==> src/rtl/multicycle_control_unit_if.sv <==
// Control-unit bundle: instruction fields and status flags in, datapath/memory controls out.
interface multicycle_control_unit_if #(
    parameter int unsigned ALUCTRL_W = 3
);
    // Instruction register fields and datapath status
    logic [5:0]           opcode;
    logic [5:0]           funct;
    logic                 zero;
    logic                 mem_ready;

    // Memory port controls
    logic                 mem_req;
    logic                 memwrite;
    logic                 iord;
    logic                 irwrite;

    // Register file / ALU / PC controls
    logic                 regdst;
    logic                 memtoreg;
    logic                 regwrite;
    logic                 alusrca;
    logic [1:0]           alusrcb;
    logic [1:0]           pcsrc;
    logic                 pc_en;
    logic [ALUCTRL_W-1:0] alucontrol;

    // Debug and sticky status
    logic [3:0]           state;
    logic                 illegal;
    logic                 bus_error;

    // Control unit side
    modport master (
        input  opcode, funct, zero, mem_ready,
        output mem_req, memwrite, iord, irwrite, regdst, memtoreg, regwrite,
               alusrca, alusrcb, pcsrc, pc_en, alucontrol, state, illegal, bus_error
    );

    // Datapath / memory side
    modport slave (
        output opcode, funct, zero, mem_ready,
        input  mem_req, memwrite, iord, irwrite, regdst, memtoreg, regwrite,
               alusrca, alusrcb, pcsrc, pc_en, alucontrol, state, illegal, bus_error
    );
endinterface

==> src/rtl/multicycle_control_unit.sv <==
// Multicycle MIPS-subset control: Moore FSM sequencing fetch/decode/execute over a shared
// ALU and unified memory port, with a bounded memory-ready wait and sticky error flags.
module multicycle_control_unit #(
    parameter int unsigned ALUCTRL_W    = 3,
    parameter bit          ENABLE_BNE   = 1'b1,
    parameter bit          ENABLE_JUMP  = 1'b1,
    parameter int unsigned WAIT_TIMEOUT = 15
) (
    input  logic                        clk,
    input  logic                        reset,
    multicycle_control_unit_if.master   bus
);

    // Wait counter only needs to reach WAIT_TIMEOUT-1 before the timeout fires
    localparam int unsigned CNT_W = (WAIT_TIMEOUT < 2) ? 1 : $clog2(WAIT_TIMEOUT);

    localparam logic [5:0] OP_RTYPE = 6'b000000;
    localparam logic [5:0] OP_LW    = 6'b100011;
    localparam logic [5:0] OP_SW    = 6'b101011;
    localparam logic [5:0] OP_BEQ   = 6'b000100;
    localparam logic [5:0] OP_BNE   = 6'b000101;
    localparam logic [5:0] OP_ADDI  = 6'b001000;
    localparam logic [5:0] OP_J     = 6'b000010;

    localparam logic [5:0] FN_ADD = 6'b100000;
    localparam logic [5:0] FN_SUB = 6'b100010;
    localparam logic [5:0] FN_AND = 6'b100100;
    localparam logic [5:0] FN_OR  = 6'b100101;
    localparam logic [5:0] FN_SLT = 6'b101010;

    localparam logic [ALUCTRL_W-1:0] ALU_ADD = ALUCTRL_W'(3'b010);
    localparam logic [ALUCTRL_W-1:0] ALU_SUB = ALUCTRL_W'(3'b110);
    localparam logic [ALUCTRL_W-1:0] ALU_AND = ALUCTRL_W'(3'b000);
    localparam logic [ALUCTRL_W-1:0] ALU_OR  = ALUCTRL_W'(3'b001);
    localparam logic [ALUCTRL_W-1:0] ALU_SLT = ALUCTRL_W'(3'b111);

    typedef enum logic [3:0] {
        S_FETCH  = 4'd0,
        S_DECODE = 4'd1,
        S_MEMADR = 4'd2,
        S_MEMRD  = 4'd3,
        S_MEMWB  = 4'd4,
        S_MEMWR  = 4'd5,
        S_EXEC   = 4'd6,
        S_ALUWB  = 4'd7,
        S_BRANCH = 4'd8,
        S_ADDIEX = 4'd9,
        S_ADDIWB = 4'd10,
        S_JUMP   = 4'd11
    } state_t;

    state_t               cur_state;
    state_t               next_state;
    logic [CNT_W-1:0]     wait_cnt;
    logic                 illegal_flag;
    logic                 bus_error_flag;
    logic                 set_illegal;
    logic                 set_bus_error;
    logic                 waiting;
    logic                 timeout;
    logic                 funct_ok;
    logic [ALUCTRL_W-1:0] funct_alu;
    logic                 pc_en_raw;
    logic                 irwrite_raw;

    // R-type funct to ALU operation; undecodable functs flagged for the illegal path
    always_comb begin
        funct_ok  = 1'b1;
        funct_alu = ALU_ADD;
        case (bus.funct)
            FN_ADD:  funct_alu = ALU_ADD;
            FN_SUB:  funct_alu = ALU_SUB;
            FN_AND:  funct_alu = ALU_AND;
            FN_OR:   funct_alu = ALU_OR;
            FN_SLT:  funct_alu = ALU_SLT;
            default: funct_ok  = 1'b0;
        endcase
    end

    // Memory states stall on mem_ready; a ready arriving on the last allowed cycle still wins
    assign waiting = ((cur_state == S_FETCH) || (cur_state == S_MEMRD) || (cur_state == S_MEMWR))
                     && !bus.mem_ready;
    assign timeout = (WAIT_TIMEOUT != 0) && waiting
                     && (wait_cnt == CNT_W'(WAIT_TIMEOUT - 32'd1));

    // Next-state and Moore control decode
    always_comb begin
        next_state    = cur_state;
        set_illegal   = 1'b0;
        set_bus_error = 1'b0;
        bus.mem_req    = 1'b0;
        bus.memwrite   = 1'b0;
        bus.iord       = 1'b0;
        bus.regdst     = 1'b0;
        bus.memtoreg   = 1'b0;
        bus.regwrite   = 1'b0;
        bus.alusrca    = 1'b0;
        bus.alusrcb    = 2'b00;
        bus.pcsrc      = 2'b00;
        bus.alucontrol = ALU_ADD;
        pc_en_raw      = 1'b0;
        irwrite_raw    = 1'b0;

        case (cur_state)
            S_FETCH: begin
                bus.mem_req = 1'b1;
                bus.alusrcb = 2'b01;
                irwrite_raw = bus.mem_ready;
                pc_en_raw   = bus.mem_ready;
                if (bus.mem_ready) begin
                    next_state = S_DECODE;
                end else if (timeout) begin
                    next_state    = S_FETCH;
                    set_bus_error = 1'b1;
                end
            end
            S_DECODE: begin
                bus.alusrcb = 2'b11;
                case (bus.opcode)
                    OP_LW, OP_SW: next_state = S_MEMADR;
                    OP_RTYPE:     next_state = S_EXEC;
                    OP_BEQ:       next_state = S_BRANCH;
                    OP_ADDI:      next_state = S_ADDIEX;
                    OP_BNE: begin
                        if (ENABLE_BNE) begin
                            next_state = S_BRANCH;
                        end else begin
                            next_state  = S_FETCH;
                            set_illegal = 1'b1;
                        end
                    end
                    OP_J: begin
                        if (ENABLE_JUMP) begin
                            next_state = S_JUMP;
                        end else begin
                            next_state  = S_FETCH;
                            set_illegal = 1'b1;
                        end
                    end
                    default: begin
                        next_state  = S_FETCH;
                        set_illegal = 1'b1;
                    end
                endcase
            end
            S_MEMADR: begin
                bus.alusrca = 1'b1;
                bus.alusrcb = 2'b10;
                next_state  = (bus.opcode == OP_LW) ? S_MEMRD : S_MEMWR;
            end
            S_MEMRD: begin
                bus.mem_req = 1'b1;
                bus.iord    = 1'b1;
                if (bus.mem_ready) begin
                    next_state = S_MEMWB;
                end else if (timeout) begin
                    next_state    = S_FETCH;
                    set_bus_error = 1'b1;
                end
            end
            S_MEMWB: begin
                bus.regwrite = 1'b1;
                bus.memtoreg = 1'b1;
                next_state   = S_FETCH;
            end
            S_MEMWR: begin
                bus.mem_req  = 1'b1;
                bus.memwrite = 1'b1;
                bus.iord     = 1'b1;
                if (bus.mem_ready) begin
                    next_state = S_FETCH;
                end else if (timeout) begin
                    next_state    = S_FETCH;
                    set_bus_error = 1'b1;
                end
            end
            S_EXEC: begin
                bus.alusrca    = 1'b1;
                bus.alucontrol = funct_alu;
                if (funct_ok) begin
                    next_state = S_ALUWB;
                end else begin
                    next_state  = S_FETCH;
                    set_illegal = 1'b1;
                end
            end
            S_ALUWB: begin
                bus.regwrite   = 1'b1;
                bus.regdst     = 1'b1;
                bus.alucontrol = funct_alu;
                next_state     = S_FETCH;
            end
            S_BRANCH: begin
                bus.alusrca    = 1'b1;
                bus.alucontrol = ALU_SUB;
                bus.pcsrc      = 2'b01;
                if (ENABLE_BNE && (bus.opcode == OP_BNE)) begin
                    pc_en_raw = !bus.zero;
                end else begin
                    pc_en_raw = bus.zero;
                end
                next_state = S_FETCH;
            end
            S_ADDIEX: begin
                bus.alusrca = 1'b1;
                bus.alusrcb = 2'b10;
                next_state  = S_ADDIWB;
            end
            S_ADDIWB: begin
                bus.regwrite = 1'b1;
                next_state   = S_FETCH;
            end
            S_JUMP: begin
                bus.pcsrc  = 2'b10;
                pc_en_raw  = 1'b1;
                next_state = S_FETCH;
            end
            default: begin
                next_state = S_FETCH;
            end
        endcase
    end

    // PC and IR updates are suppressed while reset is held
    assign bus.pc_en     = pc_en_raw & ~reset;
    assign bus.irwrite   = irwrite_raw & ~reset;
    assign bus.state     = cur_state;
    assign bus.illegal   = illegal_flag;
    assign bus.bus_error = bus_error_flag;

    // State register
    always_ff @(posedge clk or posedge reset) begin
        if (reset) begin
            cur_state <= S_FETCH;
        end else begin
            cur_state <= next_state;
        end
    end

    // Consecutive wait-cycle counter; restarts on any state change or timeout
    always_ff @(posedge clk or posedge reset) begin
        if (reset) begin
            wait_cnt <= '0;
        end else if ((next_state != cur_state) || timeout) begin
            wait_cnt <= '0;
        end else if (waiting) begin
            wait_cnt <= wait_cnt + CNT_W'(1);
        end
    end

    // Sticky error flags, cleared only by reset
    always_ff @(posedge clk or posedge reset) begin
        if (reset) begin
            illegal_flag   <= 1'b0;
            bus_error_flag <= 1'b0;
        end else begin
            if (set_illegal) begin
                illegal_flag <= 1'b1;
            end
            if (set_bus_error) begin
                bus_error_flag <= 1'b1;
            end
        end
    end

endmodule

==> src/flat_wrapper.sv <==
// flat-port wrapper written by rule: the top's interface ports become plain ports
module multicycle_control_unit_flat 
#(
    parameter int unsigned ALUCTRL_W    = 3,
    parameter bit          ENABLE_BNE   = 1'b1,
    parameter bit          ENABLE_JUMP  = 1'b1,
    parameter int unsigned WAIT_TIMEOUT = 15
)
  (clk, reset, bus_opcode, bus_funct, bus_zero, bus_mem_ready, bus_mem_req, bus_memwrite, bus_iord, bus_irwrite, bus_regdst, bus_memtoreg, bus_regwrite, bus_alusrca, bus_alusrcb, bus_pcsrc, bus_pc_en, bus_alucontrol, bus_state, bus_illegal, bus_bus_error);
  multicycle_control_unit_if #(.ALUCTRL_W(ALUCTRL_W)) bus_i ();
  input  logic clk;
  input  logic reset;
  input wire logic [$bits(bus_i.opcode)-1:0] bus_opcode;
  input wire logic [$bits(bus_i.funct)-1:0] bus_funct;
  input wire logic [$bits(bus_i.zero)-1:0] bus_zero;
  input wire logic [$bits(bus_i.mem_ready)-1:0] bus_mem_ready;
  output wire logic [$bits(bus_i.mem_req)-1:0] bus_mem_req;
  output wire logic [$bits(bus_i.memwrite)-1:0] bus_memwrite;
  output wire logic [$bits(bus_i.iord)-1:0] bus_iord;
  output wire logic [$bits(bus_i.irwrite)-1:0] bus_irwrite;
  output wire logic [$bits(bus_i.regdst)-1:0] bus_regdst;
  output wire logic [$bits(bus_i.memtoreg)-1:0] bus_memtoreg;
  output wire logic [$bits(bus_i.regwrite)-1:0] bus_regwrite;
  output wire logic [$bits(bus_i.alusrca)-1:0] bus_alusrca;
  output wire logic [$bits(bus_i.alusrcb)-1:0] bus_alusrcb;
  output wire logic [$bits(bus_i.pcsrc)-1:0] bus_pcsrc;
  output wire logic [$bits(bus_i.pc_en)-1:0] bus_pc_en;
  output wire logic [$bits(bus_i.alucontrol)-1:0] bus_alucontrol;
  output wire logic [$bits(bus_i.state)-1:0] bus_state;
  output wire logic [$bits(bus_i.illegal)-1:0] bus_illegal;
  output wire logic [$bits(bus_i.bus_error)-1:0] bus_bus_error;
  assign bus_i.opcode = bus_opcode;
  assign bus_i.funct = bus_funct;
  assign bus_i.zero = bus_zero;
  assign bus_i.mem_ready = bus_mem_ready;
  assign bus_mem_req = bus_i.mem_req;
  assign bus_memwrite = bus_i.memwrite;
  assign bus_iord = bus_i.iord;
  assign bus_irwrite = bus_i.irwrite;
  assign bus_regdst = bus_i.regdst;
  assign bus_memtoreg = bus_i.memtoreg;
  assign bus_regwrite = bus_i.regwrite;
  assign bus_alusrca = bus_i.alusrca;
  assign bus_alusrcb = bus_i.alusrcb;
  assign bus_pcsrc = bus_i.pcsrc;
  assign bus_pc_en = bus_i.pc_en;
  assign bus_alucontrol = bus_i.alucontrol;
  assign bus_state = bus_i.state;
  assign bus_illegal = bus_i.illegal;
  assign bus_bus_error = bus_i.bus_error;
  multicycle_control_unit #(.ALUCTRL_W(ALUCTRL_W), .ENABLE_BNE(ENABLE_BNE), .ENABLE_JUMP(ENABLE_JUMP), .WAIT_TIMEOUT(WAIT_TIMEOUT)) u_core (.clk(clk), .reset(reset), .bus(bus_i));
endmodule
==> config.mk <==
export PLATFORM = sky130hd
export DESIGN_NAME = multicycle_control_unit_flat
export DESIGN_NICKNAME = d
export VERILOG_FILES = /design/src/rtl/multicycle_control_unit_if.sv /design/src/rtl/multicycle_control_unit.sv /design/src/flat_wrapper.sv
export SDC_FILE = /design/constraint.sdc
export NUM_CORES = 1
export LEC_CHECK = 0
export BUFFER_PORTS_ARGS = -buffer_cell sky130_fd_sc_hd__buf_2
export CAP_MARGIN = 20
export CORE_MARGIN = 2
export CORE_UTILIZATION = 33
export CTS_CLUSTER_DIAMETER = 30
export DETAILED_ROUTE_END_ITERATION = 10
export HOLD_SLACK_MARGIN = 0.15
export PLACE_DENSITY = 0.63
export SLEW_MARGIN = 5
export SYNTH_ARGS = -nofsm -noshare
export SYNTH_HDL_FRONTEND = slang
export SYNTH_SLANG_ARGS = --single-unit
==> constraint.sdc <==
create_clock -name clk -period 2.2 [get_ports clk]
set_clock_uncertainty 0.1 [all_clocks]
set_input_delay 0.11 -clock clk [delete_from_list [all_inputs] [get_ports clk]]
set_output_delay 0.11 -clock clk [all_outputs]
set_load 0.1 [all_outputs]
# Yosys cells after proc, flatten, opt, wreduce, memory -nomap -nowiden
# Index checks and enable logic that the tools add are counted.
# totals
ff_bits,10
# op_classes
eq_ne,24
addsub,1
muxes,31
reduce_logical,20
bitwise,3
# op_table
operator,count
$eq 6x6->1 const B,7
$pmux 4 s7,1
$mux 4,6
$eq 4x4->1 const B,5
$pmux 4 s5,1
$eq 4x3->1 const B,4
$mux 1,15
$eq 6x3->1 const B,2
$pmux 3 s4,1
$reduce_or 2->1,5
$eq 4x2->1 const B,2
$reduce_or 7->1,1
$eq 6x2->1 const B,1
$eq 6x4->1 const B,1
$logic_not 6->1,1
$mux 3,2
$pmux 2 s3,1
$pmux 3 s2,1
$reduce_or 3->1,2
$reduce_or 5->1,1
$add 4x1->4 const B,1
$eq 4x1->1 const B,1
$logic_not 4->1,1
$ne 4x4->1,1
other kinds (10),15

# Depth between registers and ports, before layout
# Gate-level depths: netlist (run 1).
# logic_depth
word_depth,11
depth_mapped,6
ltp_nobuf,6

# Least setup slack after synthesis (run 1)
# Ideal clock, no wire load.
# synth_path
path_type,reg-to-output
startpoint,"register u_core.cur_state[1], in the netlist u_core.bus.state[1]"
endpoint,output port bus_pc_en
t_arrival_ns,4.382
path_stages_with_launch,7
path_slack_ns,-2.392
path_cell_list,dfrtp_1 > buf_2 > buf_2 > nand2_1 > nor2_1 > a31oi_1 > a21oi_1
# synth_via
elab_chain_cells,3
word_cells_on_any_way,5
cone_classes,eq/ne (2); mux (1); bitwise (1); reduce/logical (1)
# synth_lines
item,line,text
from (decl),multicycle_control_unit.sv:52,state_t cur_state;
from (signal assigned),multicycle_control_unit.sv:236,cur_state <= next_state;
$eq 4x4->1 / $logic_not 4->1 (equally long branches),multicycle_control_unit.sv:104,case (cur_state)
$pmux 1 s3 *,multicycle_control_unit.sv:104,
$and 1x1->1 *,multicycle_control_unit.sv:225,assign bus.pc_en = pc_en_raw & ~reset;
to (decl),flat_wrapper.sv:27,output wire logic [$bits(bus_i.pc_en)-1:0] bus_pc_en;
# Mark *: on every way between the ends. The rest lies on a longest branch, timed or not.

# Final worst setup path (run 1)
# layout_path
startpoint,"register u_core.cur_state[1], in the netlist u_core.bus.state[1]"
endpoint,output port bus_irwrite
# layout_via
elab_chain_cells,3
# layout_lines
item,line,text
$logic_not 4->1,multicycle_control_unit.sv:104,
$mux 1,multicycle_control_unit.sv:104,
$and 1x1->1,multicycle_control_unit.sv:226,assign bus.irwrite = irwrite_raw & ~reset;
to (decl),flat_wrapper.sv:20,output wire logic [$bits(bus_i.irwrite)-1:0] bus_irwrite;
# Every way passes these cells.

==> summary.txt, run 1 <==
routability cong. - 0.7651
synth cell count leaders - 16 x nor2_1, 10 x dfrtp_1, 8 x nand3_1
Syn Nets - 125
Avg Inst Size Synth - 7.916 um2
FILL cells - 239
layout cells sized above 1 - 43.24%
dpl cells - 170
Detail Route Antenna Nets - 0
power per cell area - 1194 mW/mm2
largest buffer count on any clock path - 2
number of antenna diodes - 0
Reg area - 262.8 um2
period utilisation layout - 94.72%
CP Max Fanout - 19
Iteration-0 DRC Markers - 19
Synth cell types - 38
Ports - 38
leading cell types by total area after synthesis - dfrtp_1 30%, nor2_1 7.1%, nand3_1 4.7%, a21oi_1 4.1%, nand2_1 3.1%
Vias/cell - 5.275
RSZ-0062 raised after global routing - false
standby leakage power - 0.0005724 uW
Detailed Place HPWL - 1853 um
Netlist Area Pre-Place - 847.1 um2
Die H - 54.67 um
Async SR Flop Fraction - 100.0%
CP arrival - 1870 ps
register bit count reported by yosys - 10
EDFF count, synth - 0
Routed WL - 2318 um
port bufs - 37
Max-slew headroom - 66.84%
clock-pin slew on the worst setup and hold paths - 60 ps
critical path class - register to output pin
CORE AREA - 0.002455 mm2
Ys Warns - 0
most common cell in the synthesized netlist - nor2_1
DRC - 0
Inserted Clock Buffers - 3
Area Growth Syn to Fin - 46.53%
Tot GR Track Use - 16.30%
worst hold-check path type - primary input to register
Placed Area - 0.001162 mm2
DRT Pass-1 Iters - 4
Synth top area share - 29.54%
multi-input combinational cell area - 658.1 um2
CTS tree - built
Setup crit start kind - register
GR Overflow Total - 0
utilization after layout - 50.56%
post-CTS setup buffers - 0
Critical Path Sink Type - output pin
Final Cell Area - 0.001241 mm2
final hold vios - 0
Req. time, crit path - 1990 ps
fmax - 0.4799 GHz
Clk Latency, worst-skew pair - 260 ps
Pins Over Slew Limit - 0
starting density of the core - 34.51%
Worst Tran Pin Value - 500.9 ps
CTS Root Cell - clkbuf_4
post-synthesis sequential area ratio - 29.54%
Cells after Synth - 107
status - complete, no violations
die area - 0.002988 mm2
vias post-DR - 939
htree depth - 1
Sink Count - 10
drt wl/cell - 13.02 um
worst vdd ir - 0.0008053 V
pin count of the biggest net entering global routing - 20
first-pass GRT wire length - 3615 um
min cycle time layout - 2084 ps
final net count - 167
Synth area leader - dfrtp_1
# rows - 18
MaxCap Viol Count - 0
vias in the first global route - 882
Post-synth top flop - dfrtp_1
initial antenna violation count - 0
Final setup viols - 0
die width - 54.67 um
Final Instance Count excl. Fillers - 178
-- where the power goes --
part / internal, uW / leakage (uW) / switching (uW) / total [uW]
registers: 226 / 0.000124 / 85.7 / 312
logic: 227 / 0.000427 / 786 / 1010
clock network: 100 / 0.0000210 / 57.8 / 158
-- metrics by stage --
| stage | setup TNS, ps | power [uW] | hold WS (ps) | setup WS, ps |
|---|---|---|---|---|
| floorplan | -1849 | 1203 | -149.8 | -623.7 |
| global placement | 0 | 1315 | 52.52 | 392.4 |
| detailed placement | 0 | 1324 | 56.02 | 346.8 |
| CTS | 0 | 1493 | 161.0 | 58.44 |
| global route | 0 | 1561 | 199.0 | 14.09 |
| finish | 0 | 1482 | 184.5 | 116.1 |
-- area by class of cell --
type	instances	share of cell area (%)
clock buffers	4	2.923
inverters	5	1.512
multi-input cells	88	53.02
flip-flops and latches	10	21.17
well taps	30	3.024
repair buffers	41	18.35
-- kinds of logic after synthesis --
| group | synth area share, % |
|---|---|
| AO/OA/AOI/OAI | 20.38 |
| XOR/XNOR | 4.137 |
| adder cells (fa/ha/maj) | 2.954 |
| buffers and inverters | 4.578 |
| flip-flops | 29.54 |
| multiplexers | 2.363 |
| AND/OR/NAND/NOR | 36.04 |
-- registers in the layout, indices dropped and copies added, names as in the netlist --
name                  cells
u_core.bus.illegal        1
u_core.bus.bus_error      1
u_core.wait_cnt           4
u_core.bus.state          4
-- layout by cell type, fill, tap and decap left out, types with 2 or more instances in the layout --
master / count
inv_1: 4
nor2_4: 3
dfrtp_4: 3
nand3b_1: 2
mux2i_1: 2
nor2_2: 3
nor2b_1: 3
nor3b_1: 2
dlygate4sd3_1: 4
nor3_4: 2
nand2_1: 7
nor2_1: 10
clkbuf_4: 4
dfrtp_1: 6
nor3_1: 2
nand4_1: 3
buf_2: 36
a21oi_1: 5
xor2_1: 2
nand2b_1: 2
xnor2_1: 2
nand3_1: 8
a31oi_1: 3
ha_1: 2
a211o_1: 2
-- metal layers --
metal	track usage [%]	up-vias	part of all wire, %
met1	19.63	435	43
met3	2.459	4	6.0
met2	28.97	29	51
met5	0	-	0
met4	5.833	0	0.86
li1	-	471	-
-- timing repair --
item,in CTS,in global routing
hold buffers,4,0
endpoints found under the setup margin,0,1
endpoints found under the hold margin,13,0
resized for setup,0,1
-- final timing paths --
check / startpoint / to / slack [ps] / depth (start not counted)
worst max-delay path: u_core.bus.state[1] / bus_irwrite / 120 / 4
max in group asynchronous: reset / u_core.bus.state[2] / 1370 / 3
min in group asynchronous: reset / u_core.wait_cnt[2] / 330 / 3
worst max register to register: u_core.bus.state[1] / u_core.bus.state[1] / 350 / 4
worst min-delay path: bus_opcode[4] / u_core.bus.state[3] / 180 / 4
worst min register to register: u_core.bus.bus_error / u_core.bus.bus_error / 370 / 1
-- worst max-delay path: stages (launching register included) --
cell	delay (ps)
dfrtp_4	590
nor2_1	300
nand3_1	200
nor2_4	100
buf_2	420
Note: power is estimated with default switching activity, not from simulation.
==> inputs of run 2 (changes only) <==
ABC_AREA = 1   (was not set)
PLACE_DENSITY = not set   (was 0.63)
PLACE_DENSITY_LB_ADDON = 0.12   (was not set)
SLEW_MARGIN = 20   (was 5)
==> summary.txt, run 2 <==
status - complete, no violations
DRC - 0 (unchanged)
drt wl/cell - 10.50 um (-19%)
CTS Root Cell - clkbuf_4
Inserted Clock Buffers - 3 (unchanged)
vias post-DR - 1076 (+15%)
most common cell in the synthesized netlist - nand2_1
Worst Tran Pin Value - 488.4 ps (-12.45 ps)
standby leakage power - 0.0007547 uW (+32%)
Critical Path Sink Type - output pin
Detailed Place HPWL - 2028 um (+9.5%)
DRT Pass-1 Iters - 4 (unchanged)
clock-pin slew on the worst setup and hold paths - 60 ps (about the same)
period utilisation layout - 93.88% (-0.85 points)
vias in the first global route - 1021 (+16%)
Ys Warns - 0 (unchanged)
post-synthesis sequential area ratio - 27.32% (-2.2 points)
routability cong. - 0.7952 (+3.9%)
final net count - 214 (+28%)
die width - 56.68 um (+3.7%)
utilization after layout - 48.35% (-2.2 points)
EDFF count, synth - 0 (unchanged)
critical path class - register to output pin
number of antenna diodes - 0 (unchanged)
Post-synth top flop - dfrtp_1
register bit count reported by yosys - 10 (unchanged)
Sink Count - 10 (unchanged)
hold_ws - 170.0 ps (-14.49 ps)
worst hold path cell count - 5 (+1)
Synth area leader - dfrtp_1
largest buffer count on any clock path - 2 (unchanged)
RSZ-0062 raised after global routing - false
die area - 0.003213 mm2 (+7.5%)
initial antenna violation count - 0 (unchanged)
port bufs - 37 (unchanged)
min cycle time layout - 2065 ps (-18.60 ps)
htree depth - 1 (unchanged)
synth cell count leaders - 30 x nand2_1, 29 x inv_1, 28 x nor2_1
Area Growth Syn to Fin - 41.80%
Cells after Synth - 151 (+41%)
MaxCap Viol Count - 0 (unchanged)
Final setup viols - 0 (unchanged)
post-CTS setup buffers - 0 (unchanged)
power per cell area - 1135 mW/mm2 (-5.0%)
# rows - 19 (+1)
FF-to-FF setup slack - 760 ps (+410 ps)
Vias/cell - 4.761 (-9.7%)
fmax - 0.4842 GHz (+0.90%)
r2r worst-path depth - 6 (+2)
CP Max Fanout - 6 (-13)
CP arrival - 1860 ps (about the same)
Synth cell types - 20 (-47%)
Setup crit start kind - register
GR Overflow Total - 0 (unchanged)
worst hold-check path type - primary input to register
Tot GR Track Use - 15.73% (-0.56 points)
first-pass GRT wire length - 4091 um (+13%)
CTS tree - built
Clk Latency, worst-skew pair - 260 ps (about the same)
CORE AREA - 0.002686 mm2 (+9.4%)
Routed WL - 2374 um (+2.4%)
Ports - 38 (unchanged)
worst vdd ir - 0.0007809 V (-3.0%)
commonest non-fill, non-tap cell in the layout - buf_2
pin count of the biggest net entering global routing - 11 (-45%)
leading cell types by total area after synthesis - dfrtp_1 27%, nand2_1 12%, inv_1 12%, nor2_1 11%, nand3_1 9.3%
Netlist Area Pre-Place - 915.9 um2 (+8.1%)
Pins Over Slew Limit - 0 (unchanged)
Avg Inst Size Synth - 6.065 um2 (-23%)
Async SR Flop Fraction - 100.0% (unchanged)
layout cells sized above 1 - 35.90% (-7.3 points)
Syn Nets - 169 (+35%)
Detail Route Antenna Nets - 0 (unchanged)
Iteration-0 DRC Markers - 26 (+7)
Synth top area share - 27.32% (-2.2 points)
starting density of the core - 34.09% (-0.41 points)
Req. time, crit path - 1990 ps (about the same)
Max-slew headroom - 67.66% (+0.82 points)
most frequent cells in the layout - 35 x buf_2, 29 x nand2_1, 28 x inv_1
Die H - 56.68 um (+3.7%)
final hold vios - 0 (unchanged)
## run 2: per-layer routing
metal | vias up | GRT usage (%) | part of all wire [%]
met5 | - | 0 | 0
met4 | 0 | 3.061 | 0.59
met3 | 2 | 2.995 | 4.7
met2 | 26 | 28.57 | 49
met1 | 489 | 19.15 | 46
li1 | 559 | - | -
## run 2: layout make-up
class	count	area [um2]
clock buffer	4	36.28
multi-input combinational	107	608.1
inverter	34	130.1
timing repair buffer	40	220.2
tap	31	38.79
sequential	10	265.3
fill	293	1388
## run 2: what timing repair did
| action | in CTS | in global routing |
|---|---|---|
| setup endpoints to repair | 0 | 2 |
| hold buffers | 3 | 0 |
| hold endpoints to repair | 13 | 0 |
| gates resized for setup | 0 | 2 |
## run 2: cells by family after synthesis
family                     synth area share [%]
and+or+nand+nor                           46.59
DFF                                       27.32
buffers and inverters                     13.93
AOI/OAI and AO/OA                         7.513
adders and majority gates                 2.732
xor gates and xnor gates                  1.913
## run 2: final timing paths
check / from / endpoint
setup reg to reg: u_core.bus.state[3] / u_core.bus.state[2]
max in group asynchronous: reset / u_core.bus.state[0]
hold / removal: bus_opcode[0] / u_core.bus.illegal
min in group asynchronous: reset / u_core.bus.state[2]
setup / recovery: u_core.bus.state[2] / bus_alusrcb[1]
hold reg to reg: u_core.bus.bus_error / u_core.bus.bus_error
## run 2: critical path, cell delays in order, from the launching register on
cell,delay (ps)
dfrtp_4,530
nor2_1,190
inv_2,90
nor2_1,170
nor2_1,120
o21ai_2,70
buf_2,430
## run 2: where the power goes
part | switching (uW) | total (uW) | internal, uW
Combinational | 851 | 1030 | 181
Sequential | 56.1 | 285 | 229
Clock | 56.8 | 157 | 100
## run 2: through the flow
stage	instances	TNS [ps]	cell area (um2)	setup slack [ps]	total power, uW
after floorplan	151	-1679	1003	-948.1	1161
after global placement	219	0	1227	324.3	1313
after detailed placement	219	0	1227	333.7	1322
after CTS	226	0	1294	39.33	1489
after global routing	226	0	1299	16.74	1562
final	226	0	1299	134.7	1474
==> inputs of run 3 (changes only) <==
clock period = 2.1 ns   (was 2.2 ns; I/O delays follow)
==> summary.txt, run 3 (synthesis gave the netlist of run 2 again) <==
period utilisation layout - 94.67%
Setup crit start kind - register
worst hold path cell count - 5 (unchanged)
Tot GR Track Use - 15.47% (-0.26 points)
Placed Area - 0.001242 mm2 (+1.2%)
# rows - 19 (unchanged)
CTS tree - built
Routed WL - 2366 um (-0.34%)
min cycle time layout - 1988 ps
Area Growth Syn to Fin - 42.49%
MaxCap Viol Count - 0 (unchanged)
Clk Latency, worst-skew pair - 270 ps (about the same)
fmax - 0.5030 GHz
highest metal used - met4
Ports - 38 (unchanged)
CTS Root Cell - clkbuf_4
Final setup viols - 0 (unchanged)
drt wl/cell - 10.52 um (+0.11%)
commonest non-fill, non-tap cell in the layout - buf_2
GR Overflow Total - 0 (unchanged)
status - complete, no violations
Critical Path Sink Type - output pin
Detailed Place HPWL - 2046 um (+0.87%)
critical path's largest stage delay - 510 ps (-20 ps)
layout cells sized above 1 - 36.08% (+0.19 points)
Pins Over Slew Limit - 0 (unchanged)
Sink Count - 10 (unchanged)
Worst Tran Pin Value - 488.8 ps (+0.3730 ps)
CP max stage cell - dfrtp_4
power per cell area - 1175 mW/mm2 (+3.5%)
DRT Pass-1 Iters - 4 (unchanged)
die width - 56.68 um (unchanged)
most frequent cells in the layout - 32 x buf_2, 29 x nand2_1, 27 x inv_1
FILL cells - 272 (-7.2%)
vias in the first global route - 1032 (+1.1%)
Critical Path, Cell by Cell - inv_4, nand2_4, nor2_2, nand4_1, o22ai_4, clkbuf_4
largest buffer count on any clock path - 2 (unchanged)
worst hold-check path type - primary input to register
htree depth - 1 (unchanged)
standby leakage power - 0.0007505 uW (-0.55%)
starting density of the core - 34.09% (unchanged)
multi-input combinational cell area - 608.1 um2 (unchanged)
first-pass GRT wire length - 4064 um (-0.66%)
port bufs - 37 (unchanged)
pin count of the biggest net entering global routing - 11 (unchanged)
Reg area - 265.3 um2 (unchanged)
final hold vios - 0 (unchanged)
Hold Startpoint - bus_opcode[0]
die area - 0.003213 mm2 (unchanged)
final net count - 214 (unchanged)
utilization after layout - 48.58% (+0.23 points)
Die H - 56.68 um (unchanged)
clock-pin slew on the worst setup and hold paths - 60 ps (about the same)
Max-slew headroom - 67.64% (about the same)
Inserted Clock Buffers - 3 (unchanged)
number of antenna diodes - 0 (unchanged)
pre-CTS setup slack - 298.2 ps (-35.46 ps)
Iteration-0 DRC Markers - 21 (-19%)
r2r worst-path depth - 6 (unchanged)
Req. time, crit path - 1890 ps (-100 ps)
vias post-DR - 1070 (-0.56%)
CP arrival - 1780 ps (-80 ps)
hold_ws - 161.8 ps (-8.262 ps)
met2 WL - 1156 um (-0.43%)
worst vdd ir - 0.0007651 V (-2.0%)
critical path class - register to output pin
setup TNS - 0 ps (unchanged)
Final Cell Area - 0.001305 mm2 (+0.48%)
RSZ-0062 raised after global routing - false
met3 WL - 147 um (+31%)
Vias/cell - 4.756 (-0.12%)
met1 WL - 1051 um (-3.2%)
DRC - 0 (unchanged)
initial antenna violation count - 0 (unchanged)
worst setup margin - 111.9 ps (-22.89 ps)
CORE AREA - 0.002686 mm2 (unchanged)
CP Max Fanout - 4 (-2)
Worst setup startpoint - u_core.bus.state[3]
reg2reg start - u_core.bus.state[3]
routability cong. - 0.7895 (-0.72%)
Detail Route Antenna Nets - 0 (unchanged)
## run 3: worst max-delay path: cells and delay by family (launching register included)
kind / cells / cell delay (ps)
flops: 1 / 510
buf+inv: 2 / 430
simple gates: 3 / 370
compound gates: 1 / 200
## run 3: what timing repair did
| action | CTS | global route |
|---|---|---|
| hold buffers | 3 | 0 |
| resized for setup | 0 | 4 |
| setup endpoints to repair | 0 | 4 |
| hold endpoints to repair | 13 | 0 |
| setup buffers | 0 | 0 |
## run 3: path summary, 6_finish.rpt
kind                                         to  slack [ps]
min reg2reg                u_core.bus.bus_error         380
min in group asynchronous   u_core.bus.state[2]         300
max in group asynchronous   u_core.bus.state[0]        1290
max reg2reg                 u_core.bus.state[2]         640
max                           bus_alucontrol[0]         110
min                          u_core.bus.illegal         160
## run 3: cell type report
type,count,area share [%]
clock buffer,3,1.726
sequential,10,20.33
multi-input combinational,107,46.60
inverter,34,9.971
timing repair buffer,40,18.41
tap,31,2.972
## run 3: metrics by stage
stage	total power [uW]	cells
floorplan	1216	151
global placement	1392	219
detailed placement	1402	219
CTS	1536	225
global route	1619	225
finish	1533	225
## run 3: power breakdown
part           switching [uW]  internal [uW]
clock network            61.5           66.0
registers                59.0            240
logic                     899            208
## run 3: metal layers
layer	vias to the layer above	global-route usage [%]
met2	32	27.24
li1	557	-
met3	2	4.378
met5	-	0
met4	0	1.701
met1	479	19.21
